### src/rtl/pwm_pkg.sv
// Shared definitions for the PWM peripheral: counter width, full-duty code,
// default prescale, and the per-pin output mode decode.
package pwm_pkg;

   localparam int unsigned PWM_CNT_W        = 8;
   localparam int unsigned N_OUT            = 16;
   localparam logic [PWM_CNT_W-1:0] DUTY_FULL = 8'hFF;
   localparam int unsigned PRESCALE_DEFAULT = 13;

   typedef enum logic [1:0] {
      PIN_OFF,    // output forced low
      PIN_ON,     // output forced high
      PIN_PWM     // output follows the shared PWM level
   } pin_mode_e;

   // The PWM-mode bit only matters when the output itself is enabled.
   function automatic pin_mode_e pin_mode(input logic en_out, input logic en_pwm);
      if (!en_out)
         return PIN_OFF;
      else if (!en_pwm)
         return PIN_ON;
      else
         return PIN_PWM;
   endfunction

endpackage

### src/rtl/pwm_tick_gen.sv
// Prescaler for the PWM counter.
//   clk   : system clock
//   rst_n : asynchronous active-low reset
//   tick  : high for one clk every PRESCALE clks (every clk when PRESCALE=1)
module pwm_tick_gen
   import pwm_pkg::*;
#(
   parameter int unsigned PRESCALE = PRESCALE_DEFAULT
) (
   input  logic clk,
   input  logic rst_n,
   output logic tick
);

   localparam int unsigned PRE_W = (PRESCALE > 1) ? $clog2(PRESCALE) : 1;
   localparam logic [PRE_W-1:0] PRE_LAST = PRE_W'(PRESCALE - 1);

   logic [PRE_W-1:0] pre_cnt;

   assign tick = (pre_cnt == PRE_LAST);

   always_ff @(posedge clk or negedge rst_n) begin
      if (!rst_n)
         pre_cnt <= '0;
      else if (tick)
         pre_cnt <= '0;
      else
         pre_cnt <= pre_cnt + 1'b1;
   end

endmodule

### src/rtl/pwm_peripheral.sv
// 16-output PWM peripheral with a single shared duty cycle.
//   clk, rst_n          : system clock, asynchronous active-low reset
//   en_reg_out_15_8/7_0 : per-pin output enables
//   en_reg_pwm_15_8/7_0 : per-pin PWM-mode selects (ignored while disabled)
//   pwm_duty_cycle      : duty in 1/256 steps, 0xFF = always high;
//                         sampled only at the period boundary
//   out_15_8/out_7_0    : registered pin outputs
//   period_start        : one-clk pulse in the first clk of each period
module pwm_peripheral
   import pwm_pkg::*;
#(
   parameter int unsigned PRESCALE = PRESCALE_DEFAULT
) (
   input  logic       clk,
   input  logic       rst_n,
   input  logic [7:0] en_reg_out_7_0,
   input  logic [7:0] en_reg_out_15_8,
   input  logic [7:0] en_reg_pwm_7_0,
   input  logic [7:0] en_reg_pwm_15_8,
   input  logic [7:0] pwm_duty_cycle,
   output logic [7:0] out_7_0,
   output logic [7:0] out_15_8,
   output logic       period_start
);

   logic                 tick;
   logic                 wrap;
   logic                 pwm_level;
   logic [PWM_CNT_W-1:0] pwm_cnt;
   logic [PWM_CNT_W-1:0] duty_shadow;
   logic [N_OUT-1:0]     en_out;
   logic [N_OUT-1:0]     en_pwm;
   logic [N_OUT-1:0]     out_next;

   pwm_tick_gen #(
      .PRESCALE (PRESCALE)
   ) u_tick_gen (
      .clk   (clk),
      .rst_n (rst_n),
      .tick  (tick)
   );

   assign en_out = {en_reg_out_15_8, en_reg_out_7_0};
   assign en_pwm = {en_reg_pwm_15_8, en_reg_pwm_7_0};

   // The tick that takes pwm_cnt from 255 back to 0.
   assign wrap = tick && (pwm_cnt == '1);

   always_comb begin
      pwm_level = (duty_shadow == DUTY_FULL) || (pwm_cnt < duty_shadow);
      out_next  = '0;
      for (int unsigned i = 0; i < N_OUT; i++) begin
         case (pin_mode(en_out[i], en_pwm[i]))
            PIN_ON:  out_next[i] = 1'b1;
            PIN_PWM: out_next[i] = pwm_level;
            default: out_next[i] = 1'b0;
         endcase
      end
   end

   always_ff @(posedge clk or negedge rst_n) begin
      if (!rst_n) begin
         pwm_cnt      <= '0;
         duty_shadow  <= '0;
         period_start <= 1'b0;
         out_7_0      <= '0;
         out_15_8     <= '0;
      end else begin
         period_start <= wrap;
         if (tick)
            pwm_cnt <= pwm_cnt + 1'b1;
         if (wrap)
            duty_shadow <= pwm_duty_cycle;
         {out_15_8, out_7_0} <= out_next;
      end
   end

endmodule

### config.mk
export PLATFORM = sky130hd
export DESIGN_NAME = pwm_peripheral
export DESIGN_NICKNAME = d
export VERILOG_FILES = /design/src/rtl/pwm_pkg.sv /design/src/rtl/pwm_tick_gen.sv /design/src/rtl/pwm_peripheral.sv
export SDC_FILE = /design/constraint.sdc
export NUM_CORES = 1
export LEC_CHECK = 0
export ABC_CLOCK_PERIOD_IN_PS = 2200
export BUFFER_PORTS_ARGS = -buffer_cell sky130_fd_sc_hd__buf_2
export CORE_ASPECT_RATIO = 1.1
export CORE_MARGIN = 3
export CORE_UTILIZATION = 49
export CTS_BUF_LIST = sky130_fd_sc_hd__clkbuf_4 sky130_fd_sc_hd__clkbuf_8
export DETAILED_ROUTE_END_ITERATION = 10
export GPL_ROUTABILITY_DRIVEN = 0
export PLACE_DENSITY = 0.84
export RECOVER_POWER = 100
export SYNTH_ARGS = -nofsm -noshare
export SYNTH_HDL_FRONTEND = slang
export SYNTH_SLANG_ARGS = --single-unit
### constraint.sdc
create_clock -name clk -period 2.2 [get_ports clk]
set_clock_uncertainty 0.05 [all_clocks]
set_input_delay 0.11 -clock clk [delete_from_list [all_inputs] [get_ports clk]]
set_output_delay 0.11 -clock clk [all_outputs]
set_load 0.02 [all_outputs]
==> run metrics, run 1 <==
status=complete, no violations; min Tclk post-route=about 2.1 ns; register area share after synthesis=0.553; I/O Pins=59; CTS clock-pin slew for the worst setup and hold paths=approximately 0.11 ns; total track usage=0.297; Post-Syn Instances=approximately 120; met1 GRT Util=0.373; Setup CP Type=reg2reg; global route hottest layer=met2; Total Nets Final=280; antenna cells=0; first-pass GRT wire length=around 8.6 mm; Layout area overhead=45.3%; Max clock buf depth=2; Num CTS Buffers=5; critical path data required time=between 2 and 2.5 ns; Syn. warnings=0; Post-CTS Setup Bufs=0; post-route ant nets=0; Max Cap Viol=0; Die Ht=roughly 67 um; setup_tns=0 ns; commonest non-fill, non-tap cells in the layout=dlygate4sd3_1 (41), buf_2 (40), dfrtp_1 (37), clkbuf_1 (17), a21boi_0 (14); Initial Util=0.531; Hold Buf Count CTS=a little over 40; Synth Cell Area=1670 sq um; fin. max-slew vios=0; combinational power share=0.133; Worst EP arrival=around 2.3 ns; Fin Hold WS=approximately 0.36 ns; PwrDens=around 580 nW/um^2; Synth area leader=dfrtp_1; crit-path max FO=16; Seq pwr share=0.509; H-tree levels=2; Startpoint Class=flip-flop; Die Width=roughly 62 um; sw power=336 uW; switching share of power=0.239; total chip power=approximately 1.4 mW; TritonCTS clock tree=built; hpwl dp=2.60 mm; number of global-route vias before repair=roughly 1,600; via-per-instance ratio=5.62; slew at the pin closest to its max-slew limit=around 0.88 ns; clk sinks=37; drt total wl=5.43 mm; met3 usage=0.101; first drt pass iteration count=4; commonest non-fill, non-tap cell in the layout=dlygate4sd3_1; #FFs+latches synth=37; Remaining DRCs=0; cell internal pwr=between 1 and 1.5 mW; Final period util=0.952; clock root buffer=clkbuf_4; via count=1,477; clock network power share=0.358; unrepaired setup endpoints after global routing=false; core area=3150 sq um; main area contributors after synthesis=dfrtp_1 (55%), ha_1 (7.5%), a21boi_2 (6.7%); fmax=0.477 GHz; I/O Buffers=58; die area=approximately 4200 sq um; Leak Pwr=~1.2 nW; Synth Area per Inst=approximately 14 sq um; initial antenna violation count=0; top-area cell type share of the netlist area=0.553; Hold Vio Cnt, Final=0; grt met2 use=0.470; Setup violations, final=0; Worst Hold Class=in2async; relative slew slack=0.415; Yosys cell types=28; Crit. End Element=flip-flop; 1st-iter DRT viols=between 90 and 100; CTS resizes=0; pin count of the biggest net entering global routing=38; Max rail drop VDD=roughly 0.46 mV; worst skew pair latency=approximately 0.34 ns; post-DR wirelength/cell=roughly 21 um; share of cells above drive strength 1=0.275; syn_nets=175; grt total ovfl=0; site row count=21; fillers=between 150 and 200
-- final cells by class --
| class | count | area, sq um | area share |
|---|---|---|---|
| Clock buffer | 6 | 51.3 | 0.0211 |
| Tap cell | 34 | 42.5 | 0.0175 |
| Timing Repair Buffer | 100 | 687 | 0.283 |
| Multi-Input combinational cell | 74 | 648 | 0.267 |
| Inverter | 10 | 37.5 | 0.0154 |
| Clock inverter | 2 | 37.5 | 0.0154 |
| Sequential cell | 37 | 926 | 0.381 |
-- stage by stage --
stage               area [sq um]  std cells   util  setup WS (ns)
floorplan                   1670        123      -          0.399
global placement            1990        214  0.631          0.398
detailed placement          1990        214  0.631          0.268
CTS                         2490        263  0.790          0.237
global route                2430        263  0.771         0.0596
finish                      2430        263  0.771          0.105
-- Yosys cell counts --
cell / instances
o21ai_1: 1
xor2_1: 3
o21a_1: 1
a41o_1: 1
and4_1: 2
mux2_4: 1
dfrtp_1: 37
ha_1: 10
nand3_4: 1
nand4_1: 5
nand2b_1: 1
and3_2: 1
xnor2_1: 5
and3_1: 1
a21boi_2: 10
a21boi_0: 6
and3_4: 1
o21ai_0: 1
buf_6: 2
a21o_1: 1
inv_1: 10
o32ai_2: 1
mux2_2: 8
nand2_1: 3
nor2_1: 6
o41ai_1: 1
a21oi_1: 2
a2111oi_4: 1
-- power groups by stage --
stage	clock, mW	combinational (mW)	sequential (mW)
after global placement	0	0.121	0.724
after detailed placement	0	0.128	0.725
after CTS	0.505	0.183	0.713
final	0.505	0.187	0.717
after floorplan	0	0.0346	0.744
after global routing	0.540	0.200	0.719
-- flip-flops by register name (all words and copies together), names as in the netlist --
signal	count
duty_shadow	8
out_15_8	8
out_7_0	8
period_start	1
pwm_cnt	8
u_tick_gen.pre_cnt	4
-- path summary, 6_finish.rpt --
kind,start,to,slack [ns],cells after the start
setup / recovery,pwm_cnt[7],out_7_0[4],0.11,6
hold / removal,rst_n,pwm_cnt[4],0.36,2
setup reg to reg,pwm_cnt[7],out_7_0[4],0.11,6
hold reg to reg,u_tick_gen.pre_cnt[0],u_tick_gen.pre_cnt[0],0.47,1
max in group asynchronous,rst_n,pwm_cnt[0],1.19,2
min in group clk,en_reg_pwm_15_8[5],out_15_8[5],0.42,3
-- kinds of logic after synthesis --
group | share of synthesized area
AO/OA/AOI/OAI | 0.153
XOR/XNOR | 0.0419
adder cells (fa/ha/maj) | 0.0748
buffers and inverters | 0.0359
flip-flops | 0.553
multiplexers | 0.0628
AND/OR/NAND/NOR | 0.0785
-- critical path, cell delays in order (launching register included) --
cell and delay (ns):
dfrtp_1 0.48, ha_1 0.37, a41o_1 0.22, a21oi_1 0.18
o32ai_2 0.12, buf_4 0.20, a21boi_0 0.35
-- layer usage --
layer	vias up	part of all wire
li1	639	-
met1	721	0.40
met2	98	0.48
met3	19	0.090
met4	0	0.032
met5	-	0
(Power assumes the default switching activity.)
==> run 2, diff against run 1 <==
--- a/config.mk
+++ b/config.mk
@@ -7,3 +7,3 @@
 export LEC_CHECK = 0
-export ABC_CLOCK_PERIOD_IN_PS = 2200
+export ABC_CLOCK_PERIOD_IN_PS = 1900
 export BUFFER_PORTS_ARGS = -buffer_cell sky130_fd_sc_hd__buf_2
@@ -11,3 +11,3 @@
 export CORE_MARGIN = 3
-export CORE_UTILIZATION = 49
+export CORE_UTILIZATION = 46
 export CTS_BUF_LIST = sky130_fd_sc_hd__clkbuf_4 sky130_fd_sc_hd__clkbuf_8
@@ -15,3 +15,3 @@
 export GPL_ROUTABILITY_DRIVEN = 0
-export PLACE_DENSITY = 0.84
+export PLACE_DENSITY = 0.83
 export RECOVER_POWER = 100
==> constraint.sdc (replaced) <==
create_clock -name clk -period 1.9 [get_ports clk]
set_clock_uncertainty 0.05 [all_clocks]
set_input_delay 0.285 -clock clk [delete_from_list [all_inputs] [get_ports clk]]
set_output_delay 0.285 -clock clk [all_outputs]
set_load 0.02 [all_outputs]
==> run 2 against run 1 <==
Critical path depth unchanged; die area grew 5.9%; setup slack lost 0.060 ns; final cell count fell by 4.2%; register-to-register slack worse by 0.06 ns; critical endpoint is now out_7_0[6].
==> run metrics, run 2 (synthesis gave the netlist of run 1 again) <==
Setup CP Type=reg2reg; total track usage=0.177 (-0.120); Initial Util=0.490 (-0.0405); CTS clock-pin slew for the worst setup and hold paths=0.12 ns (about the same); min Tclk post-route=1.86 ns (-0.240 ns); unrepaired setup endpoints after global routing=true; site row count=22 (+4.8%); I/O Buffers=58 (unchanged); cells along the critical path=ha_4 -> and4_4 -> o21ai_2 -> o32ai_2 -> bufbuf_16 -> a21boi_2; die area=4400 sq um (+5.9%); R2R depth=6 (unchanged); Leak Pwr=1.08 nW (-5.8%); Max Cap Viol=0 (unchanged); via count=1,236 (-16%); share of cells above drive strength 1=0.471 (+0.195); via-per-instance ratio=4.90 (-13%); first drt pass iteration count=3 (-1); Final Non-Filler Cells=252 (-4.2%); fin. max-slew vios=0 (unchanged); TritonCTS clock tree=built; H-tree levels=2 (unchanged); Startpoint Class=flip-flop; Num CTS Buffers=5 (unchanged); core area=3410 sq um (+8.3%); antenna cells=0 (unchanged); Final period util=0.976 (+0.0243); number of global-route vias before repair=1,405 (-13%); post-DR wirelength/cell=14.3 um (-31%); Fin Hold WS=0.0360 ns (-0.324 ns); crit-path max FO=8 (-8); Total Nets Final=255 (-8.9%); critical path data required time=2.10 ns (-0.27 ns); fmax=0.539 GHz (+13%); Die Width=63.5 um (+2.9%); relative slew slack=0.405 (-0.00999); fillers=288 (+61%); 1st-iter DRT viols=38 (-60%); initial antenna violation count=0 (unchanged); top routing layer used=met4; Max clock buf depth=2 (unchanged); commonest non-fill, non-tap cells in the layout=buf_2 (40), dfrtp_1 (37), clkbuf_1 (18), buf_4 (13), a21boi_2 (10); worst skew pair latency=0.35 ns (about the same); setup_tns=0 ns (unchanged); Crit. End Element=flip-flop; Worst Hold Class=in2reg; status=complete, no violations; I/O Pins=59 (unchanged); PwrDens=681 nW/um^2 (+17%); CP max-delay cell=dfrtp_1; Layout area overhead=35.7%; Hold Path Depth=2; Largest stage delay, worst path=0.43 ns (-0.05 ns); Hold Vio Cnt, Final=0 (unchanged); Max rail drop VDD=0.527 mV (+16%); first-pass GRT wire length=6.06 mm (-29%); drt total wl=3.60 mm (-34%); met1 wire length=1.33 mm (-39%); Remaining DRCs=0 (unchanged); commonest non-fill, non-tap cell in the layout=buf_2; clock root buffer=clkbuf_4; clk sinks=37 (unchanged); slew at the pin closest to its max-slew limit=0.893 ns (+0.0150 ns); Die Ht=69.3 um (+2.9%); metal2 WL=1.89 mm (-27%); Cell Count Post-Placement=234 (+9.3%); Worst EP arrival=2.05 ns (-0.21 ns); Setup violations, final=0 (unchanged); hpwl dp=2.60 mm (-0.25%); pin count of the biggest net entering global routing=38 (unchanged); post-route ant nets=0 (unchanged); met3 routed WL=298 um (-39%); grt total ovfl=0 (unchanged)
-- run 2: layer usage --
layer | global-route usage | up-vias
met5 | 0 | -
met4 | 0.0839 | 0
met3 | 0.0519 | 8
met2 | 0.317 | 54
met1 | 0.187 | 582
li1 | - | 592
-- run 2: what timing repair did --
item                                   in CTS  in global routing
hold buffers                                1                  0
pin swaps                                   2                  2
endpoints found under the hold margin      37                  0
gates resized for setup                     4                 11
setup endpoints to repair                   2                 14
cloned                                      1                  0
setup buffers                               3                  5
-- run 2: worst paths after layout --
path | startpoint | to | slack (ns)
max in group asynchronous | rst_n | u_tick_gen.pre_cnt[2] | 0.71
max | pwm_cnt[5] | out_7_0[6] | 0.04
min in group asynchronous | rst_n | u_tick_gen.pre_cnt[3] | 0.54
min reg2reg | u_tick_gen.pre_cnt[3] | u_tick_gen.pre_cnt[3] | 0.44
max reg2reg | pwm_cnt[5] | out_7_0[6] | 0.04
min | en_reg_pwm_15_8[0] | out_15_8[0] | 0.04
-- run 2: final cells by class --
class,instances,area (sq um),area share
flip-flops and latches,37,926,0.408
multi-input cells,74,729,0.321
clock buffers,6,45.0,0.0198
clock inverters,2,38.8,0.0171
repair buffers,75,433,0.191
well taps,48,60.1,0.0265
inverters,10,37.5,0.0165
-- run 2: worst max-delay path, delay by kind of cell (launching register included) --
family                     cells  cell delay, ns
DFF                            1            0.43
and+or+nand+nor                1            0.23
adders and majority gates      1            0.28
buffers and inverters          1            0.33
AOI/OAI and AO/OA              3            0.44
-- run 2: metrics by stage --
stage	cell area [sq um]	power, mW	util	worst slack (ns)
floorplan	1670	0.902	-	0.0992
global placement	2070	0.980	0.605	0.156
detailed placement	2070	0.988	0.605	0.0351
CTS	2250	1.56	0.658	0.0139
global route	2270	1.61	0.665	-0.0117
finish	2270	1.55	0.665	0.0448
-- run 2: report_power, final --
group          switching, mW  total, mW  internal [mW]  leakage [nW]
Sequential            0.0115      0.825          0.813         0.441
Clock                  0.269      0.563          0.294        0.0459
Combinational         0.0812      0.158         0.0770         0.597
==> run 3, diff against run 2 <==
CORE_MARGIN = 1   (was 3)
CORE_UTILIZATION = 44   (was 46)
CTS_BUF_LIST = default   (was sky130_fd_sc_hd__clkbuf_4 sky130_fd_sc_hd__clkbuf_8)
PLACE_DENSITY = 0.8   (was 0.83)
==> run 3 against run 2 <==
Power is 2.8% lower; core utilization is 5.7 points lower; register-to-register slack better by 0.03 ns; global-route usage hardly changed; hold slack better by 0.072 ns; critical path depth is 1 higher; highest routed layer unchanged; sequential cell count stayed put; routed wire length is 13% lower; via count is 3.6% lower; sequential share of layout area is 1.2 points higher.
==> run metrics, run 3 (synthesis gave the netlist of run 1 again) <==
status=complete, no violations; post-route ant nets=0 (unchanged); via count=1,191 (-3.6%); Largest stage delay, worst path=0.38 ns (-0.05 ns); setup slack after layout=0.0793 ns (+0.0345 ns); drt total wl=3.14 mm (-13%); Remaining DRCs=0 (unchanged); Crit. End Element=flip-flop; core area=3630 sq um (+6.2%); CTS clock-pin slew for the worst setup and hold paths=0.07 ns (-0.05 ns); post-DR wirelength/cell=12.7 um (-11%); total chip power=1.50 mW (-2.8%); Final period util=0.958 (-0.0182); commonest non-fill, non-tap cell in the layout=buf_2; Final Non-Filler Cells=248 (-1.6%); min Tclk post-route=1.82 ns (-0.0345 ns); Die Ht=66.7 um (-3.7%); via-per-instance ratio=4.80 (-2.1%); cells along the critical path=inv_1 -> ha_4 -> and4_1 -> o21ai_1 -> o32ai_4 -> clkbuf_16 -> a21boi_2; post-route cell area=2200 sq um (-2.9%); Util after Layout=0.608 (-0.0569); DP Worst Slack=0.0940 ns (+0.0590 ns); hpwl dp=2.33 mm (-10%); Die Width=60.8 um (-4.3%); PwrDens=681 nW/um^2 (about the same); 1st-iter DRT viols=40 (+5.3%); I/O Buffers=58 (unchanged); Startpoint Class=flip-flop; Num CTS Buffers=5 (unchanged); Max Cap Viol=0 (unchanged); initial antenna violation count=0 (unchanged); kind of cell adding the most delay to the critical path=compound AO/OA/AOI/OAI gates; Hold Vio Cnt, Final=0 (unchanged); TritonCTS clock tree=built; antenna cells=0 (unchanged); fmax=0.549 GHz (+1.9%); CP max-delay cell=dfrtp_1; pin count of the biggest net entering global routing=38 (unchanged); Worst EP arrival=1.95 ns (-0.10 ns); commonest non-fill, non-tap cells in the layout=buf_2 (41), dfrtp_1 (37), clkbuf_1 (17), inv_1 (10), a21boi_2 (10); Layout area overhead=31.8%; die area=4050 sq um (-7.8%); number of buffers and inverters on the critical path=2 (+1); clock root buffer=clkbuf_8; relative slew slack=0.405 (about the same); number of global-route vias before repair=1,166 (-17%); slew at the pin closest to its max-slew limit=0.892 ns (-0.000507 ns); fin. max-slew vios=0 (unchanged); crit-path max FO=8 (unchanged); worst skew pair latency=0.29 ns (-0.06 ns); site row count=23 (+4.5%); Max clock buf depth=2 (unchanged); Total Nets Final=249 (-2.4%); Initial Util=0.461 (-0.0287); I/O Pins=59 (unchanged); clk sinks=37 (unchanged); critical path data required time=2.03 ns (-0.07 ns); H-tree levels=2 (unchanged); dpl cell area=2080 sq um (+0.48%); first-pass GRT wire length=5.02 mm (-17%); Max rail drop VDD=0.522 mV (-0.88%); grt total ovfl=0 (unchanged); Cell Count Post-Placement=237 (+1.3%); Setup violations, final=0 (unchanged); Fin Hold WS=0.108 ns (+0.0719 ns); setup_tns=0 ns (unchanged); total track usage=0.177 (about the same); Leak Pwr=1.05 nW (-3.6%); share of cells above drive strength 1=0.424 (-0.0463); Worst Hold Class=in2reg; first drt pass iteration count=4 (+1); Setup CP Type=reg2reg
run 3: cell type report:
type	instances	area, sq um
clock inverters	3	17.5
multi-input cells	74	711
fillers	331	1420
inverters	10	37.5
well taps	50	62.6
flip-flops and latches	37	926
repair buffers	69	382
clock buffers	5	68.8
run 3: timing repair:
item	in CTS	in global routing
endpoints found under the hold margin	37	0
resized for setup	0	3
hold buffers	1	0
setup buffers	0	1
setup endpoints to repair	0	6
run 3: worst paths after layout:
| kind | startpoint | endpoint | slack [ns] | cells past startpoint |
|---|---|---|---|---|
| min in group asynchronous | rst_n | period_start | 0.68 | 3 |
| setup / recovery | duty_shadow[7] | out_15_8[1] | 0.08 | 7 |
| max in group asynchronous | rst_n | out_15_8[7] | 0.56 | 3 |
| hold / removal | en_reg_pwm_15_8[6] | out_15_8[6] | 0.11 | 2 |
| hold reg to reg | u_tick_gen.pre_cnt[3] | u_tick_gen.pre_cnt[3] | 0.42 | 1 |
| setup reg to reg | duty_shadow[7] | out_15_8[1] | 0.08 | 7 |
run 3: report_power, final:
part	internal [mW]	leakage, nW	switching (mW)
Sequential	0.813	0.441	0.0118
Combinational	0.0689	0.561	0.0771
Clock	0.253	0.0439	0.278
run 3: worst register-to-register path: cells and delay by family, from the launching register on:
| family | cells | cell delay [ns] |
|---|---|---|
| AOI/OAI and AO/OA | 3 | 0.52 |
| DFF | 1 | 0.38 |
| buffers and inverters | 2 | 0.32 |
| adders and majority gates | 1 | 0.28 |
| and+or+nand+nor | 1 | 0.17 |
run 3: routing by layer:
layer,share of wire,global-route usage
met1,0.39,0.209
met2,0.52,0.286
met3,0.066,0.0641
met4,0.018,0.0767
met5,0,0
